===== src/rtl/tdm_demultiplexer.sv =====
// tdm_demultiplexer
// Receive-side splitter for a four-slot time-division-multiplexed stream.
// Samples are collected slot by slot (a, b, c, d) into a capture buffer while
// a small IDLE/RUN FSM tracks frame alignment from frame_sync. When the
// slot-3 sample is accepted, the whole frame is transferred to the output
// registers in one edge, with a one-cycle out_valid strobe. Sync
// misalignment is reported by a one-cycle frame_err strobe.
// Every output is driven from a register. No input reaches an output
// without passing through a flop.

module tdm_demultiplexer #(
    parameter int WIDTH     = 1,
    parameter int CNT_WIDTH = 8
) (
    input  logic                 clk,
    input  logic                 reset,
    input  logic [WIDTH-1:0]     din,
    input  logic                 din_valid,
    input  logic                 frame_sync,
    output logic [WIDTH-1:0]     a,
    output logic [WIDTH-1:0]     b,
    output logic [WIDTH-1:0]     c,
    output logic [WIDTH-1:0]     d,
    output logic                 out_valid,
    output logic [1:0]           sel,
    output logic                 locked,
    output logic                 frame_err,
    output logic [CNT_WIDTH-1:0] frame_cnt
);

    // FSM encoding
    localparam logic [0:0] IDLE = 1'b0;
    localparam logic [0:0] RUN  = 1'b1;

    // Slot indices
    localparam logic [1:0] SLOT0 = 2'd0;
    localparam logic [1:0] SLOT1 = 2'd1;
    localparam logic [1:0] SLOT2 = 2'd2;
    localparam logic [1:0] SLOT3 = 2'd3;

    // State and capture registers
    logic [0:0]           state_r;
    logic [1:0]           sel_r;
    logic [WIDTH-1:0]     cap0_r;
    logic [WIDTH-1:0]     cap1_r;
    logic [WIDTH-1:0]     cap2_r;

    // Output registers
    logic [WIDTH-1:0]     a_r;
    logic [WIDTH-1:0]     b_r;
    logic [WIDTH-1:0]     c_r;
    logic [WIDTH-1:0]     d_r;
    logic                 out_valid_r;
    logic                 frame_err_r;
    logic [CNT_WIDTH-1:0] frame_cnt_r;

    // Next-state / decoded control
    logic [0:0]           state_nxt_s;
    logic [1:0]           sel_nxt_s;
    logic                 wr_en_s;
    logic [1:0]           wr_slot_s;
    logic                 complete_s;
    logic                 err_s;

    // Decide what the current cycle does: capture, complete, flag an error or ignore.
    always_comb begin
        state_nxt_s = state_r;
        sel_nxt_s   = sel_r;
        wr_en_s     = 1'b0;
        wr_slot_s   = sel_r;
        complete_s  = 1'b0;
        err_s       = 1'b0;
        case (state_r)
            IDLE: begin
                // Only a sync-qualified sample can start a frame.
                if (din_valid && frame_sync) begin
                    wr_en_s     = 1'b1;
                    wr_slot_s   = SLOT0;
                    sel_nxt_s   = SLOT1;
                    state_nxt_s = RUN;
                end else begin
                    sel_nxt_s   = SLOT0;
                end
            end
            RUN: begin
                if (!din_valid) begin
                    // Stall: hold everything.
                    state_nxt_s = RUN;
                end else if (frame_sync) begin
                    // A sync always restarts at slot 0; early sync drops the
                    // partial frame and reports misalignment.
                    if (sel_r != SLOT0) begin
                        err_s = 1'b1;
                    end else begin
                        err_s = 1'b0;
                    end
                    wr_en_s   = 1'b1;
                    wr_slot_s = SLOT0;
                    sel_nxt_s = SLOT1;
                end else if (sel_r == SLOT0) begin
                    // Slot 0 without sync: alignment lost, sample dropped.
                    err_s       = 1'b1;
                    sel_nxt_s   = SLOT0;
                    state_nxt_s = IDLE;
                end else begin
                    wr_en_s   = 1'b1;
                    wr_slot_s = sel_r;
                    sel_nxt_s = sel_r + 2'd1;
                    if (sel_r == SLOT3) begin
                        complete_s = 1'b1;
                    end else begin
                        complete_s = 1'b0;
                    end
                end
            end
            default: begin
                state_nxt_s = IDLE;
                sel_nxt_s   = SLOT0;
            end
        endcase
    end

    // FSM state and slot pointer.
    always_ff @(posedge clk or posedge reset) begin
        if (reset) begin
            state_r <= IDLE;
            sel_r   <= SLOT0;
        end else begin
            state_r <= state_nxt_s;
            sel_r   <= sel_nxt_s;
        end
    end

    // Capture buffer for slots 0..2; slot 3 bypasses straight to d.
    always_ff @(posedge clk or posedge reset) begin
        if (reset) begin
            cap0_r <= {WIDTH{1'b0}};
            cap1_r <= {WIDTH{1'b0}};
            cap2_r <= {WIDTH{1'b0}};
        end else if (wr_en_s) begin
            case (wr_slot_s)
                SLOT0:   cap0_r <= din;
                SLOT1:   cap1_r <= din;
                SLOT2:   cap2_r <= din;
                default: cap2_r <= cap2_r;
            endcase
        end
    end

    // Frame output registers, loaded all at once on frame completion.
    always_ff @(posedge clk or posedge reset) begin
        if (reset) begin
            a_r <= {WIDTH{1'b0}};
            b_r <= {WIDTH{1'b0}};
            c_r <= {WIDTH{1'b0}};
            d_r <= {WIDTH{1'b0}};
        end else if (complete_s) begin
            a_r <= cap0_r;
            b_r <= cap1_r;
            c_r <= cap2_r;
            d_r <= din;
        end
    end

    // One-cycle status strobes.
    always_ff @(posedge clk or posedge reset) begin
        if (reset) begin
            out_valid_r <= 1'b0;
            frame_err_r <= 1'b0;
        end else begin
            out_valid_r <= complete_s;
            frame_err_r <= err_s;
        end
    end

    // Completed-frame counter, wraps silently.
    always_ff @(posedge clk or posedge reset) begin
        if (reset) begin
            frame_cnt_r <= {CNT_WIDTH{1'b0}};
        end else if (complete_s) begin
            frame_cnt_r <= frame_cnt_r + {{(CNT_WIDTH-1){1'b0}}, 1'b1};
        end
    end

    assign a         = a_r;
    assign b         = b_r;
    assign c         = c_r;
    assign d         = d_r;
    assign out_valid = out_valid_r;
    assign frame_err = frame_err_r;
    assign frame_cnt = frame_cnt_r;
    assign sel       = sel_r;
    assign locked    = (state_r == RUN);

endmodule


===== config.mk =====
export PLATFORM = sky130hd
export DESIGN_NAME = tdm_demultiplexer
export DESIGN_NICKNAME = d
export VERILOG_FILES = /design/src/rtl/tdm_demultiplexer.sv
export SDC_FILE = /design/constraint.sdc
export NUM_CORES = 1
export LEC_CHECK = 0
export ABC_AREA = 1
export CAP_MARGIN = 20
export CORE_AREA = 2 2 49 69
export DETAILED_ROUTE_END_ITERATION = 10
export DIE_AREA = 0 0 51 71
export GPL_TIMING_DRIVEN = 0
export PLACE_DENSITY_LB_ADDON = 0.12
export SLEW_MARGIN = 40
export SYNTH_ARGS = -nofsm -noshare
export SYNTH_HDL_FRONTEND = slang
export SYNTH_SLANG_ARGS = --single-unit

===== constraint.sdc =====
create_clock -name clk -period 2.02 [get_ports clk]
set_input_delay 0.404 -clock clk [delete_from_list [all_inputs] [get_ports clk]]
set_output_delay 0.404 -clock clk [all_outputs]
set_load 0.02 [all_outputs]

==> out/metrics.yaml <==
yosys:
  yosysUniqueCellTypes: 19
  syn_inst: 120
  yosys_warnings: 0
  synth_area_um2: 1000
  synthesis.nets: 130
  avgSynthCellArea_um2: 8.35
  ys_seq_area_share_pct: 49.9
  ys_ff_latch: 20
critical_path:
  crit_family: "buffers and inverters"
  critical_path_buf_inv_count: 1
  cp-end-kind: "primary output"
  crit_type: "reg2out"
  path_cells: "clkdlybuf4s50_1"
  cpPeakStageDelay_ns: 0.67
  startpoint_type: "flip-flop"
  cp.arrival_ns: 1.43
  cp.required_ns: 1.62
  timing.rr.start: "sel[0]"
  critPathLaunch: "locked"
  critical_path_peak_fanout: 6
  crit_slowest_cell: "clkdlybuf4s50_1"
floorplanning:
  core.rowCount: 24
  core-area_um2: 3030
  die_w_um: 51
  dieArea_um2: 3620
  pin_count: 22
  start_util_pct: 33.0
  dieHeight_um: 71
routing:
  routed_via_density: 4.45
  num_vias: 818
  drc: 0
  drt-wirelength-per-cell_um: 10.7
  ant_nets: 0
  drt_iter0_markers: 10
  drtPass1Iterations: 5
  routed_wirelength_mm: 1.97
outcome:
  status: "finished clean"
final_layout:
  drive_above_1_share_pct: 9.66
  design_area_um2: 1320
  areaGrowthSynthToFinish_pct: 31.3
  nets: 156
  largest_register_ffs: 8
  diodes: 0
hold_path:
  hold_class: "in2async"
clock_tree:
  numClockSinks: 20
  ctsResizeCount: 0
  clk_path_buf_depth: 2
  root_buffer: "clkbuf_8"
  clk_pin_slew_worst_paths_ns: 0.08
  hold_buffers: 0
  cts_htree_levels: 1
  cts_setup_buffers: 0
  clk_latency_ns: 0.26
  cts_tree: "built"
  cts_inserted_buffers: 3
timing:
  rsz0062_at_grt: "no"
  max_freq_ghz: 0.545
  finalMaxSlewViolations: 0
  setup_tns_ns: 0
  fin_crit_ns: 1.84
  relSlewSlack_pct: 71.2
  hold_violations: 0
  fin_worst_skew_ns: 0.00167
  setup_ws_ns: 0.184
  period_share_pct: 90.9
  setup_viol: 0
  worstMarginPinSlew_ns: 0.431
power_and_ir_drop:
  peakVddDrop_mv: 0.505
  leakagePower_nw: 0.678
  p_per_area_nw_per_um2: 913
placement:
  dpl_cell_area_um2: 1260
  gp_congestion: 0.740
  pre_cts_slack_ns: 0.191
  post-dp-hpwl_mm: 1.47
  io_buffers: 21
global_routing:
  grt_pass1_vias: 819
  antenna_found_initial: 0
  gr-usage-all-layers_pct: 12.7
  grt_pass1_wl_mm: 3.51
  grt-ovfl-total: 0
  grt_max_degree: 21
run:
  maxCapViolCount: 0
-- final timing paths --
check	end	slack (ns)	depth (start not counted)
max	locked	0.18	1
min	frame_cnt[0]	0.46	2
min reg2reg	b	0.47	2
min in group clk	b	0.47	2
max in group asynchronous	c	1.26	2
max reg2reg	cap0_r	0.50	8
-- report_power, final --
group	leakage, nW	internal (mW)	switching (mW)
clock network	0.0288	0.174	0.137
registers	0.267	0.481	0.0707
logic	0.382	0.154	0.185
total	0.678	0.809	0.393
-- placed cells by master (no fill, tap or decap), types with 2 or more instances in the layout --
cell and count:
nand2_1 54, nor2_1 7, nand3b_1 2, dfrtp_1 20, xor2_1 2, ha_1 5
clkbuf_8 4, clkdlybuf4s50_1 21, nand3_1 7, inv_1 9, nor2_2 2, inv_2 3
-- through the flow --
stage,hold slack (ns),power [mW],utilization (%),cells
4_1_cts,0.478,1.22,43.4,184
5_1_grt,0.507,1.29,43.4,184
3_3_place_gp,0.458,0.897,41.6,180
2_1_floorplan,0.368,0.748,-,120
6_report,0.457,1.20,43.4,184
3_5_place_dp,0.459,0.905,41.6,180
-- logic make-up after synthesis --
| logic type | after synthesis | synth area share (%) |
|---|---|---|
| AO/OA/AOI/OAI | 4 | 2.62 |
| XOR/XNOR | 3 | 2.62 |
| adder cells (fa/ha/maj) | 5 | 6.24 |
| buffers and inverters | 12 | 4.50 |
| flip-flops | 20 | 49.9 |
| AND/OR/NAND/NOR | 76 | 34.1 |
-- cell type report --
type	count	area [µm²]
Multi-Input combinational cell	88	457
Fill cell	318	1720
Sequential cell	20	500
Tap cell	39	48.8
Inverter	12	45.0
Clock buffer	4	55.1
Timing Repair Buffer	21	210
-- layer usage --
layer	global-route usage (%)	vias to the layer above	routed length, µm	share of wire [%]
met5	0	-	0	0
met4	6.91	0	45	2.3
met3	2.74	5	63	3.2
met2	21.8	18	988	50
met1	14.4	377	877	44
li1	-	418	-	-
-- Yosys cell counts --
library cell	n	area share (%)
a22oi_1	1	0.75
dfrtp_1	20	50
ha_1	5	6.2
inv_1	10	3.7
inv_2	2	0.75
nand2_1	54	20
nand2_2	1	0.62
nand2_4	1	1.1
nand3_1	7	3.5
nand3b_1	2	1.5
nand4_2	1	1.2
nor2_1	7	2.6
nor2_2	2	1.2
nor2_8	1	2.0
o21ai_0	1	0.50
o21ai_1	1	0.50
o21ai_2	1	0.87
xnor2_1	1	0.87
xor2_1	2	1.7
No activity file was read; power rests on OpenSTA's default activity.
